File: config.mk
export PLATFORM = sky130hd
export DESIGN_NAME = multdiv_ctrl
export DESIGN_NICKNAME = d
export VERILOG_FILES = /design/src/rtl/mips_pkg.sv /design/src/rtl/multdiv_step.sv /design/src/rtl/multdiv_ctrl.sv
export SDC_FILE = /design/constraint.sdc
export NUM_CORES = 1
export LEC_CHECK = 0
export ABC_AREA = 1
export BUFFER_PORTS_ARGS = -buffer_cell sky130_fd_sc_hd__buf_2
export CORE_ASPECT_RATIO = 0.9
export CORE_UTILIZATION = 60
export CTS_BUF_LIST = sky130_fd_sc_hd__clkbuf_4 sky130_fd_sc_hd__clkbuf_8
export DETAILED_ROUTE_END_ITERATION = 8
export GPL_TIMING_DRIVEN = 1
export PLACE_DENSITY = 0.94
export SETUP_SLACK_MARGIN = 0.5
export SLEW_MARGIN = 0
export SYNTH_ARGS = -nofsm -noshare
export SYNTH_HDL_FRONTEND = slang
export SYNTH_SLANG_ARGS = --single-unit
File: constraint.sdc
create_clock -name clk -period 5 [get_ports clk]
set_clock_uncertainty 0.15 [all_clocks]
set_input_delay 0.25 -clock clk [delete_from_list [all_inputs] [get_ports clk]]
set_output_delay 0.25 -clock clk [all_outputs]
set_load 0.005 [all_outputs]
File: src/rtl/mips_pkg.sv
// Shared execute-stage definitions: ALU/HI-LO function codes and multiply/divide state encoding.
// Latency: n/a (constants, types and a decode helper only).
// Backpressure: n/a.
//
// Contents:
//   ADD/SUB/AND/OR/SLT   - ALU funct codes
//   MULTU/DIVU/MFHI/MFLO - HI/LO unit funct codes
//   md_state_t           - multiply/divide controller states
//   is_md_start()        - true for funct codes that launch a HI/LO operation
package mips_pkg;

  localparam logic [5:0] ADD   = 6'd32;
  localparam logic [5:0] SUB   = 6'd34;
  localparam logic [5:0] AND   = 6'd36;
  localparam logic [5:0] OR    = 6'd37;
  localparam logic [5:0] SLT   = 6'd42;

  localparam logic [5:0] MFHI  = 6'd16;
  localparam logic [5:0] MFLO  = 6'd18;
  localparam logic [5:0] MULTU = 6'd25;
  localparam logic [5:0] DIVU  = 6'd27;

  localparam int unsigned MD_ITERS = 32;

  typedef enum logic [1:0] {
    IDLE = 2'd0,
    MUL  = 2'd1,
    DIV  = 2'd2,
    DONE = 2'd3
  } md_state_t;

  function automatic logic is_md_start(input logic [5:0] fn);
    return (fn == MULTU) || (fn == DIVU);
  endfunction

endpackage

File: src/rtl/multdiv_step.sv
// One iteration of unsigned shift-add multiply or restoring shift-subtract divide.
// Latency: combinational, zero cycles.
// Backpressure: none; evaluated every cycle, the controller decides when to register it.
//
// Ports:
//   div_mode  in  1  - 0: multiply step, 1: divide step
//   work      in  65 - multiply: {carry, acc, mplr}; divide: {unused, rem, quo}
//   operand   in  32 - multiplicand or divisor
//   work_nxt  out 65 - working register after this iteration
module multdiv_step
  import mips_pkg::*;
(
  input  logic        div_mode,
  input  logic [64:0] work,
  input  logic [31:0] operand,
  output logic [64:0] work_nxt
);

  logic [31:0] acc;
  logic [31:0] mplr;
  logic [31:0] rem_sh;
  logic [31:0] quo_sh;
  logic [32:0] add_a;
  logic [32:0] add_b;
  logic        cin;
  logic [32:0] sum;

  always_comb begin
    acc    = work[63:32];
    mplr   = work[31:0];
    // Divide shifts {rem, quo} left first, then trial-subtracts from the new remainder.
    rem_sh = work[62:31];
    quo_sh = {work[30:0], 1'b0};

    // One 33-bit adder serves both modes; divide uses a + ~b + 1 so bit 32
    // is the borrow (set when the trial difference is negative).
    if (div_mode) begin
      add_a = {1'b0, rem_sh};
      add_b = ~{1'b0, operand};
      cin   = 1'b1;
    end else begin
      // The stored carry is always zero after the previous shift; folding it
      // in here keeps the register layout honest at no cost.
      add_a = {work[64], acc};
      add_b = {1'b0, operand};
      cin   = 1'b0;
    end
    sum = add_a + add_b + {32'b0, cin};

    work_nxt = '0;
    if (div_mode) begin
      if (!sum[32]) begin
        work_nxt = {1'b0, sum[31:0], quo_sh[31:1], 1'b1};
      end else begin
        work_nxt = {1'b0, rem_sh, quo_sh};
      end
    end else begin
      // Add (when mplr[0] is set) then shift the whole 65-bit register right.
      if (mplr[0]) begin
        work_nxt = {1'b0, sum, mplr[31:1]};
      end else begin
        work_nxt = {1'b0, 1'b0, acc, mplr[31:1]};
      end
    end
  end

endmodule

File: src/rtl/multdiv_ctrl.sv
// Sequential unsigned MULTU/DIVU unit producing the committed HI/LO pair for MFHI/MFLO.
// Latency: 32 cycles from accepted start to hilo/done; one operation per 33 cycles.
// Backpressure: starts are ignored while busy; stall holds an MFHI/MFLO until the result commits.
//
// Ports:
//   clk    in  1  - clock, rising edge
//   reset  in  1  - synchronous, active-high; discards any operation in flight
//   start  in  1  - request strobe, sampled with Signal/dataA/dataB
//   Signal in  6  - funct code (MULTU, DIVU launch; MFHI/MFLO only affect stall)
//   dataA  in  32 - multiplicand / dividend
//   dataB  in  32 - multiplier / divisor
//   hilo   out 64 - committed {HI, LO}, registered
//   busy   out 1  - iteration in progress, registered
//   done   out 1  - one-cycle pulse on commit, registered
//   stall  out 1  - combinational: busy and an MFHI/MFLO is presented
module multdiv_ctrl
  import mips_pkg::*;
(
  input  logic        clk,
  input  logic        reset,
  input  logic        start,
  input  logic [5:0]  Signal,
  input  logic [31:0] dataA,
  input  logic [31:0] dataB,
  output logic [63:0] hilo,
  output logic        busy,
  output logic        done,
  output logic        stall
);

  md_state_t   state;
  logic [4:0]  cnt;
  logic [64:0] work;
  logic [64:0] work_nxt;
  logic [31:0] operand;
  logic        accept;

  // New operations are taken only when no iteration is running; DONE counts
  // as free so back-to-back operations lose just the single commit cycle.
  always_comb begin
    accept = start && is_md_start(Signal) && ((state == IDLE) || (state == DONE));
  end

  // Depends only on current busy, so the MFHI/MFLO in the DONE cycle passes
  // and reads the freshly committed hilo.
  assign stall = busy && ((Signal == MFHI) || (Signal == MFLO));

  multdiv_step u_step (
    .div_mode (state == DIV),
    .work     (work),
    .operand  (operand),
    .work_nxt (work_nxt)
  );

  always_ff @(posedge clk) begin
    if (reset) begin
      state   <= IDLE;
      cnt     <= 5'd0;
      work    <= '0;
      operand <= '0;
      hilo    <= '0;
      busy    <= 1'b0;
      done    <= 1'b0;
    end else begin
      case (state)
        IDLE, DONE: begin
          done <= 1'b0;
          if (accept) begin
            // Multiply starts with acc=0, mplr=dataA; divide with rem=0, quo=dataA:
            // both are the same bit pattern.
            work    <= {33'b0, dataA};
            operand <= dataB;
            cnt     <= 5'd0;
            busy    <= 1'b1;
            state   <= (Signal == MULTU) ? MUL : DIV;
          end else begin
            busy  <= 1'b0;
            state <= IDLE;
          end
        end
        MUL, DIV: begin
          work <= work_nxt;
          cnt  <= cnt + 5'd1;
          // The counter wrapping 31->0 marks the last of the 32 iterations;
          // commit the step output directly so hilo lands on the same edge.
          if (cnt == 5'd31) begin
            hilo  <= work_nxt[63:0];
            busy  <= 1'b0;
            done  <= 1'b1;
            state <= DONE;
          end
        end
        default: begin
          busy  <= 1'b0;
          done  <= 1'b0;
          state <= IDLE;
        end
      endcase
    end
  end

endmodule

Word level (Yosys, flattened, before mapping)
Index checks and enable logic that the tools add are counted.
- add/sub/neg operators: 3
- multipliers: 0
- divide/modulo/power cells: 0
- order comparisons: 0
- equal/unequal tests: 10
- shifts and indexed selects: 0
- muxes and demuxes: 19
- bitwise gates (word level): 1
- reductions and logical operators: 11
- operator list (kind ; number):
    $mux 65 ; 2
    $pmux 65 s2 ; 1
    $mux 64 ; 2
    $mux 33 ; 2
    $add 33x1->33 ; 1
    $add 33x33->33 ; 1
    $not 32->33 ; 1
    $eq 6x5->1 const B ; 4
    $pmux 5 s2 ; 1
    $mux 2 ; 3
    $add 5x1->5 const B ; 1
    $eq 5x5->1 const B ; 1
    $mux 5 ; 1
    $eq 2x2->1 const B ; 2
    $mux 1 ; 4
    $ne 2x2->1 const B ; 2
    $pmux 1 s2 ; 2
    $pmux 2 s2 ; 1
    $reduce_and 2->1 ; 2
    $reduce_or 2->1 ; 2
    $logic_and 1x1->1 ; 3
    $logic_or 1x1->1 ; 3
    $eq 2x1->1 const B ; 1
    $logic_not 2->1 ; 1
- register bits after elaboration: 170
- bits in latches: 0
- bits in writable memories: 0
- ROM bits: 0
- input bits: 73
- output and inout port bits: 67
- word-level logic and storage cells: 51
- memories kept: 0

Logic depth before layout (Yosys ltp)
- word-level depth: 7
- gate-level depth with buffers: 26
- mapped depth without buffers: 23

By module
A second synthesis with hierarchy kept.
- cells, all modules: 1698
- area, all modules: 10717.8 um^2
- by module, submodules not included (module ; instances ; cells an instance ; area each (um^2) ; sequential area each (um^2)):
    multdiv_ctrl ; 1 ; 876 ; 6570.1 ; 3403.3
    multdiv_step ; 1 ; 822 ; 4147.7 ; 0.0

Least setup slack after synthesis
OpenSTA, ideal clock, no wires.
- kind: register to register
- from: register state[0]
- to: register work[48]
- setup time: 0.122 ns
- arrival: 3.316 ns
- required time: 4.728 ns
- slack: 1.411 ns
- cell stages (with the launch flop): 24
- path buffers: 5
- clock period less this slack: 3.589 ns
- cell sequence: dfxtp_1 -> inv_1 -> ha_1 -> clkbuf_8 -> clkbuf_1 -> clkbuf_1 -> clkbuf_1 -> o21ai_0 -> fa_1 -> nand2_1 -> nand2_1 -> nand3_1 -> nand2_1 -> nand2_1 -> nand2_2 -> nand2_4 -> nand3_2 -> nand2_8 -> buf_8 -> nand2_1 -> nand3_1 -> nand2_1 -> nand2_1 -> o21ai_2
- word-level cells in the longest chain between the ends: 7
- elaborated cells on any way between the ends: 18
- those cells by class: add/sub (2); eq/ne (4); mux (7); reduce/logical (5)
- ends and longest elaborated chain (element ; line ; RTL):
    start, declared ; multdiv_ctrl.sv:31 ; md_state_t state;
    start signal, assigned ; multdiv_ctrl.sv:75 ; state <= (Signal == MULTU) ? MUL : DIV;
    $eq 2x2->1 ; multdiv_ctrl.sv:49, multdiv_ctrl.sv:65 ;
    $mux 33 ; multdiv_step.sv:37 ; if (div_mode) begin
    $add 33x33->33 ; multdiv_step.sv:48 ; sum = add_a + add_b + {32'b0, cin};
    $add 33x1->33 ; multdiv_step.sv:48 ;
    $mux 64, on equally long branches ; multdiv_step.sv:59, multdiv_step.sv:52 ;
    $mux 65 ; multdiv_step.sv:51 ; if (div_mode) begin
    $pmux 65 s2 ; multdiv_ctrl.sv:65 ; case (state)
    end signal, assigned ; multdiv_ctrl.sv:71 ; work <= {33'b0, dataA};
    end signal, assigned ; multdiv_ctrl.sv:82 ; work <= work_nxt;
    end, declared ; multdiv_ctrl.sv:33 ; logic [64:0] work;
Parallel ways exist; a longest one is shown, timed or not.
A chain may end at the register's enable or synchronous reset.

Worst setup path in the final report
- from: register state[0]
- to: register hilo[34]
- word-level cells in the longest chain between the ends: 6
- elaborated cells on any way between the ends: 12
- those cells by class: add/sub (2); eq/ne (2); mux (6); reduce/logical (2)
- ends and longest elaborated chain (element ; line ; RTL):
    $eq 2x2->1 ; multdiv_ctrl.sv:49, multdiv_ctrl.sv:65 ;
    $mux 33 ; multdiv_step.sv:37 ;
    $add 33x33->33 ; multdiv_step.sv:48 ;
    $add 33x1->33 ; multdiv_step.sv:48 ;
    $mux 64, on equally long branches ; multdiv_step.sv:59, multdiv_step.sv:52 ;
    $mux 65 ; multdiv_step.sv:51 ;
    end signal, assigned ; multdiv_ctrl.sv:87 ; hilo <= work_nxt[63:0];
    end, declared ; multdiv_ctrl.sv:25 ; output logic [63:0] hilo,
Parallel ways exist; a longest one is shown, timed or not.

==> flow_summary.yaml <==
worst_setup_path:
  start_kind: "flop"
  max_stage_delay_ns: 0.52
  critPathBufInv: 3
  cp_common_cell: "nand2_4"
  path_delay_family: "simple AND/OR/NAND/NOR gates"
  critical_path_depth: 19
  rr_worst_depth: 19
  crit_required_ns: 5.21
  critical_path_class: "reg2reg"
  crit_chain: "inv_1 > ha_4 > buf_12 > xor2_1 > ha_1 > a21oi_1 > o21ai_0 > a21oi_1 > nand2_2 > nand2_4 > nand2_4 > nand2_4 > nand2_4 > nand2_1 > nand3_2 > nand2_2 > nand2_1 > nand2_1 > inv_1"
  end_kind: "flop"
  crit_fanout: 52
  arrival_ns: 4.25
  critPathSlowestCell: "ha_4"
routing:
  ant_nets: 0
  wl_per_cell_um: 16.54
  drt-initial-drc-count: 1861
  dr.pass1.iters: 6
  via_count: 11538
  drc: 0
  via_per_inst: 5.836
  wl_mm: 32.69
timing:
  rsz0062_at_grt: "false"
  clock.fmax_mhz: 247.9
  fin_crit_ns: 4.034
  setup_viol: 0
  worst_slack_ns: 0.9660
  finalCritPeriodShare: 0.8068
  timing.slew.headroom: 0.2977
  worst_pin_slew_ns: 1.052
  fin_tns_setup_ns: 0
  hold_viol_final: 0
  maxSlewViolCount: 0
place:
  gp_congestion: 1.001
  hpwl_mm: 21.99
  dpl.cell_count: 1880
  port_buffers: 139
  dpl_worst_slack_ns: 1.136
final_layout:
  area_delta_synth_final_pct: 16.79
  fin_cells: 1977
  nets: 1861
  drive_above_1_share: 0.1297
synthesis:
  synth-main-ff-cell: "dfxtp_1"
  async_flop_share: 0
  synth_seq_area_share: 0.3256
  synth_nets: 1711
  syn_area_um2: 10390
  synth_edf_count: 0
  synth_cells: 1602
  ys_ff_latch: 169
  ys.warnings.count: 0
  synth_area_per_cell_um2: 6.486
  synthDistinctLibCells: 45
grt:
  grtUsageTotal: 0.3663
  grt_pass1_vias: 10330
  grt_pass1_wl_mm: 51.63
  overflow: 0
  grt_max_degree: 91
  grt_antenna_before_repair: 1
run_status:
  status: "finished, final reports clean"
clock_network:
  clockBufferDepth: 2
  root_buffer: "clkbuf_8"
  clkLatencyLatePin_ns: 0.46
  postCtsResizedCells: 0
  clkTransAtPathRegs_ns: 0.10
  cts_buffers: 17
  cts_hold_repair.buffers: 64
  tritoncts: "done"
  cts_sinks: 169
  h-tree-depth: 4
  post_cts_buffers: 0
floorplanning:
  ios: 140
  fp.dieH_um: 126.8
  die_w_um: 140.7
  die_area_um2: 17850
  coreArea_um2: 16890
  row_count: 45
  start_util: 0.6151
flow_run:
  max-cap-violations: 0
min_path:
  hold_path.class: "in2reg"
  hold_path_depth: 5
power:
  p_leak_nw: 5.836
  power.density_nw_per_um2: 211.5
  ir_drop_mv: 0.1607
-- cell usage in the layout, fill, tap and decap left out, drive strengths merged, types with 2 or more instances in the layout --
cell type	n
nand2	439
nor2	200
o21ai	190
dfxtp	169
buf	153
inv	144
nand3	105
a21oi	103
dlygate4sd3	64
xor2	39
ha	35
clkbuf	20
o221ai	19
nand3b	12
nor3	12
xnor2	9
o211ai	6
a31oi	6
o21a	5
or2	5
clkinvlp	5
nand4	4
a22o	3
bufinv	3
clkinv	3
o21bai	2
o22ai	2
mux2i	2
a21o	2
a21boi	2
-- worst reg2reg max path, cell delays in order, from the launching register on --
cell and delay [ns]:
dfxtp_1 0.32, inv_1 0.13, ha_4 0.52, buf_12 0.34, xor2_1 0.32, ha_1 0.33
a21oi_1 0.23, o21ai_0 0.17, a21oi_1 0.18, nand2_2 0.15, nand2_4 0.13, nand2_4 0.07
nand2_4 0.10, nand2_4 0.22, nand2_1 0.18, nand3_2 0.09, nand2_2 0.11, nand2_1 0.07
nand2_1 0.08, inv_1 0.05
-- through the flow --
step	power, mW	utilization	area (um^2)	hold slack (ns)
floorplan	1.440	-	10390	0.2349
global placement	1.486	0.6547	11060	0.2909
detailed placement	1.487	0.6547	11060	0.3019
CTS	2.559	0.7182	12130	0.06739
global route	2.632	0.7182	12130	0.1639
finish	2.567	0.7184	12130	0.1329
-- layer usage --
| layer | share of wire | vias to the layer above | track usage |
|---|---|---|---|
| met5 | 0.0011 | - | 0 |
| li1 | - | 5514 | - |
| met1 | 0.42 | 5123 | 0.5239 |
| met3 | 0.13 | 94 | 0.08947 |
| met4 | 0.028 | 2 | 0.1336 |
| met2 | 0.42 | 805 | 0.5309 |
-- where the power goes --
part	internal, mW	switching, mW
logic	0.0709	0.0776
registers	1.35	0.00362
clock network	0.532	0.533
-- area by class of cell --
type / count / area [um^2]
well taps: 211 / 264.0
fillers: 1304 / 4757
multi-input cells: 1204 / 6062
clock inverters: 12 / 162.7
diodes: 1 / 2.502
repair buffers: 217 / 1454
inverters: 143 / 536.8
clock buffers: 20 / 269.0
flip-flops and latches: 169 / 3383
-- kinds of logic (layout without fill, tap and decap cells) --
logic type	Yosys count	after routing	synth area share
simple gates	777	777	0.3143
compound gates	341	341	0.1800
buf+inv	229	392	0.09357
flops	169	169	0.3256
xor+xnor	48	48	0.04046
fa+ha+maj	36	36	0.04408
mux	2	2	0.001927
other cells	0	1	0
-- registers in the layout (all words and copies together), names as in the netlist --
register / flops
hilo: 64
state: 2
work: 64
busy: 1
done: 1
cnt: 5
operand: 32
-- cells in the mapped netlist, types with 2 or more instances --
cell | count | area [um^2]
o21bai_1 | 2 | 15.01
ha_1 | 35 | 437.9
o211ai_1 | 6 | 45.04
inv_2 | 2 | 7.510
nand2_4 | 5 | 56.30
buf_6 | 3 | 33.78
a21boi_0 | 2 | 15.01
or2_2 | 5 | 31.28
a21o_1 | 2 | 15.01
o22ai_1 | 2 | 12.51
nor2_2 | 3 | 18.77
o221ai_1 | 19 | 166.4
nor3_1 | 10 | 50.05
nand3_2 | 6 | 60.06
clkbuf_8 | 5 | 68.82
xnor2_1 | 9 | 78.83
a22o_1 | 3 | 26.28
o21ai_0 | 167 | 835.8
mux2i_1 | 2 | 20.02
o21ai_1 | 19 | 95.09
buf_8 | 2 | 30.03
a31oi_1 | 6 | 37.54
nand4_1 | 4 | 25.02
nand2_2 | 11 | 68.82
buf_1 | 8 | 30.03
nor2_1 | 197 | 739.5
nand3_1 | 99 | 495.5
xor2_1 | 39 | 341.6
clkbuf_1 | 58 | 217.7
o21a_1 | 5 | 37.54
nand2_1 | 422 | 1584
clkinv_1 | 3 | 11.26
buf_2 | 9 | 45.04
dfxtp_1 | 169 | 3383
nand3b_1 | 12 | 90.09
o21ai_2 | 4 | 35.03
a21oi_1 | 102 | 510.5
inv_1 | 138 | 518.0
-- final timing paths --
| kind | from | to | slack (ns) |
|---|---|---|---|
| max reg2reg | state[0] | hilo[34] | 0.97 |
| min reg2reg | work[63] | work[63] | 0.32 |
| max | state[0] | hilo[34] | 0.97 |
| min | dataA[0] | work[0] | 0.13 |
Note: power is estimated with default switching activity, not from simulation.
